==> src/rtl/id_seq_pkg.sv <==
`default_nettype none
// ============================================================================
//  Module      : id_seq_pkg
//  Description : Shared types and constants for the ID digit sequencer:
//                run-state enum, blank pattern and 0..9 seven-segment glyphs.
//  Revision    : 1.0 - initial release
// ============================================================================
package id_seq_pkg;

    typedef enum logic [0:0] {
        PAUSED  = 1'b0,
        RUNNING = 1'b1
    } seq_state_e;

    // Active-low segment patterns, bit order {g,f,e,d,c,b,a}
    localparam logic [6:0] SEG_BLANK = 7'h7F;

    localparam logic [6:0] SEG_TABLE [0:9] = '{
        7'h40, 7'h79, 7'h24, 7'h30, 7'h19,
        7'h12, 7'h02, 7'h78, 7'h00, 7'h10
    };

    function automatic logic [6:0] seg_decode(input logic [3:0] digit);
        logic [6:0] pattern;
        pattern = SEG_BLANK;
        for (int i = 0; i < 10; i++) begin
            if (digit == 4'(i)) begin
                pattern = SEG_TABLE[i];
            end
        end
        return pattern;
    endfunction

endpackage
`default_nettype wire

==> src/rtl/id_tick_timer.sv <==
`default_nettype none
// ============================================================================
//  Module      : id_tick_timer
//  Description : Free-running 0..TICK_COUNT-1 period counter with a one-cycle
//                tick at terminal count; restart holds/forces the count to 0.
//  Revision    : 1.0 - initial release
// ============================================================================
module id_tick_timer #(
    parameter int TICK_COUNT = 50000000
) (
    input  logic clk,
    input  logic Reset_n,
    input  logic restart,
    output logic tick
);

    localparam int              CNT_W      = (TICK_COUNT > 1) ? $clog2(TICK_COUNT) : 1;
    localparam logic [CNT_W-1:0] c_TERM_CNT = CNT_W'(TICK_COUNT - 1);

    logic [CNT_W-1:0] r_cnt_q;
    logic [CNT_W-1:0] w_cnt_d;

    always_comb begin
        w_cnt_d = r_cnt_q + CNT_W'(1);
        if (restart || (r_cnt_q == c_TERM_CNT)) begin
            w_cnt_d = '0;
        end
    end

    always_ff @(posedge clk or negedge Reset_n) begin
        if (!Reset_n) begin
            r_cnt_q <= '0;
        end else begin
            r_cnt_q <= w_cnt_d;
        end
    end

    assign tick = (r_cnt_q == c_TERM_CNT);

endmodule
`default_nettype wire

==> src/rtl/id_digit_sequencer.sv <==
`default_nettype none
// ============================================================================
//  Module      : id_digit_sequencer
//  Description : Steps through packed BCD ID digits, automatically on a timer
//                tick while running or by a synchronised button while paused.
//                Define ID_SEQ_SEG7_EN to enable the seven-segment decoder.
//  Revision    : 1.0 - initial release
// ============================================================================
module id_digit_sequencer
    import id_seq_pkg::*;
#(
    parameter int NUM_DIGITS = 8,
    parameter int TICK_COUNT = 50000000,
    parameter int POS_W      = $clog2(NUM_DIGITS)
) (
    input  logic                    clk,
    input  logic                    Reset_n,
    input  logic [NUM_DIGITS*4-1:0] id_digits,
    input  logic                    run,
    input  logic                    dir,
    input  logic                    step,
    input  logic                    clear,
    output logic [3:0]              numeral,
    output logic [POS_W-1:0]        position,
    output logic                    wrap,
    output logic [6:0]              seg_n
);

    localparam logic [POS_W-1:0] c_POS_LAST = POS_W'(NUM_DIGITS - 1);

    seq_state_e       r_state_q;
    seq_state_e       w_state_d;
    logic [1:0]       r_sync_q;
    logic [1:0]       w_sync_d;
    logic             r_step_prev_q;
    logic             w_step_prev_d;
    logic [1:0]       r_warm_q;
    logic [1:0]       w_warm_d;
    logic [POS_W-1:0] r_pos_q;
    logic [POS_W-1:0] w_pos_d;
    logic             r_wrap_q;
    logic             w_wrap_d;

    logic             w_restart;
    logic             w_tick;
    logic             w_step_edge;
    logic             w_advance;

    // Timer is held at zero while paused, so entering RUNNING starts a full period
    assign w_restart = clear || (r_state_q == PAUSED);

    id_tick_timer #(
        .TICK_COUNT (TICK_COUNT)
    ) u_tick_timer (
        .clk     (clk),
        .Reset_n (Reset_n),
        .restart (w_restart),
        .tick    (w_tick)
    );

    // Edge detect only once the previous-sample flop holds a genuine post-reset
    // sample; a button held through reset must not look like a fresh press.
    assign w_step_edge = r_sync_q[1] && !r_step_prev_q && (r_warm_q == 2'd3);

    always_comb begin
        w_state_d     = run ? RUNNING : PAUSED;
        w_sync_d      = {r_sync_q[0], step};
        w_step_prev_d = r_sync_q[1];
        w_warm_d      = (r_warm_q == 2'd3) ? r_warm_q : (r_warm_q + 2'd1);
    end

    always_comb begin
        w_advance = (r_state_q == RUNNING) ? w_tick : w_step_edge;
        w_pos_d   = r_pos_q;
        w_wrap_d  = 1'b0;
        if (clear) begin
            w_pos_d = '0;
        end else if (w_advance) begin
            if (!dir) begin
                if (r_pos_q == c_POS_LAST) begin
                    w_pos_d  = '0;
                    w_wrap_d = 1'b1;
                end else begin
                    w_pos_d = r_pos_q + POS_W'(1);
                end
            end else begin
                if (r_pos_q == '0) begin
                    w_pos_d  = c_POS_LAST;
                    w_wrap_d = 1'b1;
                end else begin
                    w_pos_d = r_pos_q - POS_W'(1);
                end
            end
        end
    end

    always_ff @(posedge clk or negedge Reset_n) begin
        if (!Reset_n) begin
            r_state_q     <= PAUSED;
            r_sync_q      <= '0;
            r_step_prev_q <= 1'b0;
            r_warm_q      <= '0;
            r_pos_q       <= '0;
            r_wrap_q      <= 1'b0;
        end else begin
            r_state_q     <= w_state_d;
            r_sync_q      <= w_sync_d;
            r_step_prev_q <= w_step_prev_d;
            r_warm_q      <= w_warm_d;
            r_pos_q       <= w_pos_d;
            r_wrap_q      <= w_wrap_d;
        end
    end

    assign position = r_pos_q;
    assign wrap     = r_wrap_q;
    assign numeral  = id_digits[{r_pos_q, 2'b00} +: 4];

`ifdef ID_SEQ_SEG7_EN
    assign seg_n = seg_decode(numeral);
`else
    assign seg_n = SEG_BLANK;
`endif

endmodule
`default_nettype wire

==> config.mk <==
export PLATFORM = sky130hd
export DESIGN_NAME = id_digit_sequencer
export DESIGN_NICKNAME = d
export VERILOG_FILES = /design/src/rtl/id_seq_pkg.sv /design/src/rtl/id_tick_timer.sv /design/src/rtl/id_digit_sequencer.sv
export SDC_FILE = /design/constraint.sdc
export NUM_CORES = 1
export LEC_CHECK = 0
export ABC_AREA = 1
export CORE_MARGIN = 2
export CORE_UTILIZATION = 55
export CTS_BUF_LIST = sky130_fd_sc_hd__clkbuf_16
export DETAILED_ROUTE_END_ITERATION = 8
export PLACE_DENSITY = 0.9
export SLEW_MARGIN = 20
export SYNTH_ARGS = -nofsm -noshare
export SYNTH_HDL_FRONTEND = slang
export SYNTH_SLANG_ARGS = --single-unit
==> constraint.sdc <==
create_clock -name clk -period 2.5 [get_ports clk]
set_input_delay 0.625 -clock clk [delete_from_list [all_inputs] [get_ports clk]]
set_output_delay 0.625 -clock clk [all_outputs]
set_load 0.02 [all_outputs]
Word-level counts from Yosys, hierarchy flattened

Cells that the tools add are included.

Add/subtract/negate cells: 4
$mul: 0
Divide/modulo/power cells: 0
$lt $le $gt $ge: 0
Equal/unequal tests: 3
Shifts and indexed selects: 1
Multiplexer cells: 13
Bitwise operators: 1
Reduce and logical (&&, ||, !) cells: 7

Operators with widths:

| kind                  | count |
|---|---|
| $shiftx 32x6->4       | 1 |
| $add 26x1->26 const B | 1 |
| $eq 26x26->1 const B  | 1 |
| $mux 26               | 1 |
| $mux 3                | 5 |
| $mux 1                | 7 |
| $add 3x1->3 const B   | 1 |
| $eq 3x3->1 const B    | 1 |
| $logic_not 3->1       | 1 |
| $sub 3x1->3 const B   | 1 |
| $add 2x1->2 const B   | 1 |
| $eq 2x2->1 const B    | 1 |
| $logic_and 1x1->1     | 2 |
| $logic_or 1x1->1      | 2 |
| $reduce_bool 2->1     | 1 |
| $logic_not 1->1       | 1 |
| $not 1->1             | 1 |

Register bits after elaboration: 36
Latch bits: 0
RAM bits: 0
Memory bits (read-only): 0
Input bits: 38
Word-level logic and storage cells: 36
Memories: 0

Depth between registers and ports, before layout

Word-level depth: 6
Depth in mapped cells: 10
Gate-level depth less buffers: 10

By module

A second synthesis with hierarchy kept.

Cell total of the unflattened synthesis: 393
Area, all modules: 2,600.0 um2

Modules (own cells, without submodules):

| module             | times used | cells an instance | area each (um2) | sequential area each (um2) |
|---|---|---|---|---|
| id_tick_timer      | 1          | 228               | 1,589.0         | 650.6 |
| id_digit_sequencer | 1          | 165               | 1,011.0         | 250.2 |

Worst setup path after synthesis

Ideal clock, no wire load.

Kind: reg2out
From: register r_pos_q[0], in the netlist position[0]
To: output numeral[0]
Arrival time: 1,553 ps
Slack: 322 ps
Cell stages (with the launch flop): 8
Path through: dfrtp_1 buf_2 inv_1 buf_4 nor2_1 o22ai_1 nor2_1 a31oi_1

Cells in the longest elaborated chain, start to end: 1

Ends and longest elaborated chain:

| item                   | RTL line                  | text |
|---|---|---|
| start, declared        | id_digit_sequencer.sv:39  | `logic [POS_W-1:0] r_pos_q;` |
| start signal, assigned | id_digit_sequencer.sv:110 | `r_pos_q <= w_pos_d;` |
| $shiftx 32x6->4        | id_digit_sequencer.sv:117 | `assign numeral = id_digits[{r_pos_q, 2'b00} +: 4];` |
| end, declared          | id_digit_sequencer.sv:23  | `output logic [3:0] numeral,` |

No other way between the ends.

Worst setup path after layout

From: input id_digits[28]
To: output numeral[0]

Cells in the longest elaborated chain, start to end: 1

Ends and longest elaborated chain:

| item            | RTL line                  | text |
|---|---|---|
| start, declared | id_digit_sequencer.sv:18  | `input logic [NUM_DIGITS*4-1:0] id_digits,` |
| $shiftx 32x6->4 | id_digit_sequencer.sv:117 |  |

No other way between the ends.

==> run metrics <==
status finished clean; setup bufs post-CTS 0; met2 usage 0.3998; Total GRT Usage 0.2532; Remaining DRCs 0; I/O Pins 53; Synth Area in Compound Gates 0.06646; Starting DRT DRC Count 213; die outline height about 70 um; core area 4324 sq um; fill cell count between 300 and 400; Leak roughly 1.3 nW; worst hold path class reg -> reg; Overflow after GRT 0; antenna cells 0; dpl hpwl roughly 4.5 mm; Arr. time, crit path approximately 1.8 ns; Final WS setup between 0.05 and 0.06 ns; post-cts repair resize count 5; crit end category output pin; clock transition at the registers of the reported paths roughly 0.050 ns; post-synthesis cell area 2466 sq um; endpoints failing setup 0; PwrDens 486.3 nW/um^2; Hold Fails Final Rpt 0; antenna violations before repair 0; Seq/Total Area, Yosys 0.3653; die area 5035 sq um; number of global-route vias before repair 2,267; Worst Max-Slew Pin Slew approximately 0.78 ns; RSZ-0062 raised after global routing true; H-tree Lvls 2; met3 GRT Util 0.06553; max_cap viols 0; Placed Area just under 3000 sq um; routability congestion estimate from global placement 0.9411; largest net degree at the start of global routing 37; max-slew violation count 0; Cells after Synth between 300 and 400; Most Used Layer, Global Route met2; clk_lat worst skew 0.28 ns; Avg Inst Size Synth around 7 sq um; global-route wire length before repair roughly 10 mm; Max clock buf depth 2; Via density roughly 5.4; clk_skew 0.003851 ns; post-layout min period 2.444 ns; Crit Path Max Fanout 1; share of cells above drive strength 1 0.08794; Hold Buf Count CTS 0; post-DR wirelength/cell roughly 13 um; Final Routed Wirelength ~6.0 mm; I/O Buffers 45; grt met1 use 0.3419; initial core utilization 0.5703; Vias about 2,400; Rows 24; Final Cycle Share 0.9775; Nets between 400 and 500; worst vdd ir between 0.4 and 0.5 mV; fmax ~410 MHz; #FFs+latches synth 36; worst setup path class in -> out; Worst slew margin 0.4825; final core occ 0.7049; main combinational cell family by area after synthesis simple AND/OR/NAND/NOR gates; TritonCTS buffer count 5; total number of yosys warnings 0; critical path launch point type input pin; number of distinct library cells after synthesis 30; xor and xnor area share after synthesis 0.04262; Simple-Gate Fraction of Synth Area 0.3912; post-layout instance area approximately 3000 sq um; area share of fa/ha/maj cells after synthesis 0.03044; CTS Sinks 36; Worst Path Required roughly 1.9 ns; TritonCTS clock tree yes; DP Worst Slack -0.2798 ns; TritonRoute pass-1 iters 6; mux contribution to synthesized area 0.004566; Die Wd ~71 um; Routed Antenna Nets 0; CTS root buffer clkbuf_16; Synth-to-Final Area Change 23.59%
-- flip-flops by register name, summed over array words and instances, names as in the netlist --
| register | count |
|---|---|
| r_step_prev_q | 1 |
| r_state_q | 1 |
| u_tick_timer.r_cnt_q | 26 |
| position | 3 |
| r_sync_q | 2 |
| r_warm_q | 2 |
| wrap | 1 |
-- metrics by stage --
stage                      power, W  hold slack [ns]  setup TNS (ns)  instances
after floorplan           0.0007731           0.3294               0        356
after global placement    0.0008928           0.3380         -0.9553        442
after detailed placement  0.0008984           0.3403         -0.9946        442
after CTS                  0.001489           0.3529               0        450
after global routing       0.001548           0.3651        -0.04436        450
final                      0.001482           0.3501               0        450
-- area by class of cell --
| class | instances | area [sq um] | area share |
|---|---|---|---|
| Clock buffer | 5 | 125.1 | 0.04105 |
| Clock inverter | 3 | 18.77 | 0.006158 |
| Inverter | 37 | 138.9 | 0.04557 |
| Multi-Input combinational cell | 269 | 1346 | 0.4417 |
| Sequential cell | 36 | 900.9 | 0.2956 |
| Tap cell | 52 | 65.06 | 0.02135 |
| Timing Repair Buffer | 48 | 452.9 | 0.1486 |
-- placed cells by master, fill, tap and decap left out, types with 8 or more instances in the layout --
cell,count
nor2_1,87
nand2_1,67
clkdlybuf4s50_1,40
dfrtp_1,36
inv_1,34
o21ai_0,16
nand3_1,16
nand4_1,13
nor3_1,10
nor2_2,8
-- logic make-up after synthesis --
family                   count (synthesis)
AO/OA/AOI/OAI                           30
buffers and inverters                   51
multiplexers                             1
flip-flops                              36
XOR/XNOR                                12
AND/OR/NAND/NOR                        213
adder cells (fa/ha/maj)                  6
other                                    1
-- Yosys cell counts, drive strengths merged --
master   n  area, sq um
a21boi   1        7.510
nor2    96        396.6
ha       6        75.07
clkinv   2        7.510
buf     14        102.6
xnor2    7        61.31
a21oi    4        20.02
o21ai   16        80.08
xor2     5        43.79
nor3    14        90.09
inv     35        131.4
conb     1        3.750
nor3b    1        7.510
nand4   13        81.33
o22ai    4        25.02
mux2     1        11.26
nand2   71        281.5
nand3   18        107.6
dfrtp   36        900.9
a31oi    5        31.28
-- final timing paths --
check                                        startpoint                       to  slack, ns  cells past startpoint
worst max-delay path                      id_digits[28]               numeral[0]       0.06                      6
worst min-delay path                        r_sync_q[0]              r_sync_q[1]       0.35                      0
worst max register to register  u_tick_timer.r_cnt_q[0]  u_tick_timer.r_cnt_q[6]       0.83                      8
worst min register to register              r_sync_q[0]              r_sync_q[1]       0.35                      0
max in group asynchronous                       Reset_n              position[2]       1.58                      1
min in group asynchronous                       Reset_n  u_tick_timer.r_cnt_q[0]       0.42                      1
-- power by group --
group,switching [W],internal (W),total [W]
logic,0.000150,0.000122,0.000272
registers,0.00000893,0.000593,0.000602
clock network,0.000243,0.000365,0.000608
total,0.000402,0.00108,0.00148
-- metal layers --
| metal | vias up | part of all wire |
|---|---|---|
| met4 | 0 | 0.017 |
| li1 | 1201 | - |
| met3 | 12 | 0.085 |
| met5 | - | 0 |
| met2 | 113 | 0.47 |
| met1 | 1090 | 0.43 |
-- critical path, cell delays in order --
cell and delay (ns):
clkdlybuf4s50_1 0.46, nor2_1 0.04, o22ai_1 0.17, nor2_1 0.06, a31oi_1 0.14, clkdlybuf4s15_1 0.33
(Power assumes the default switching activity.)
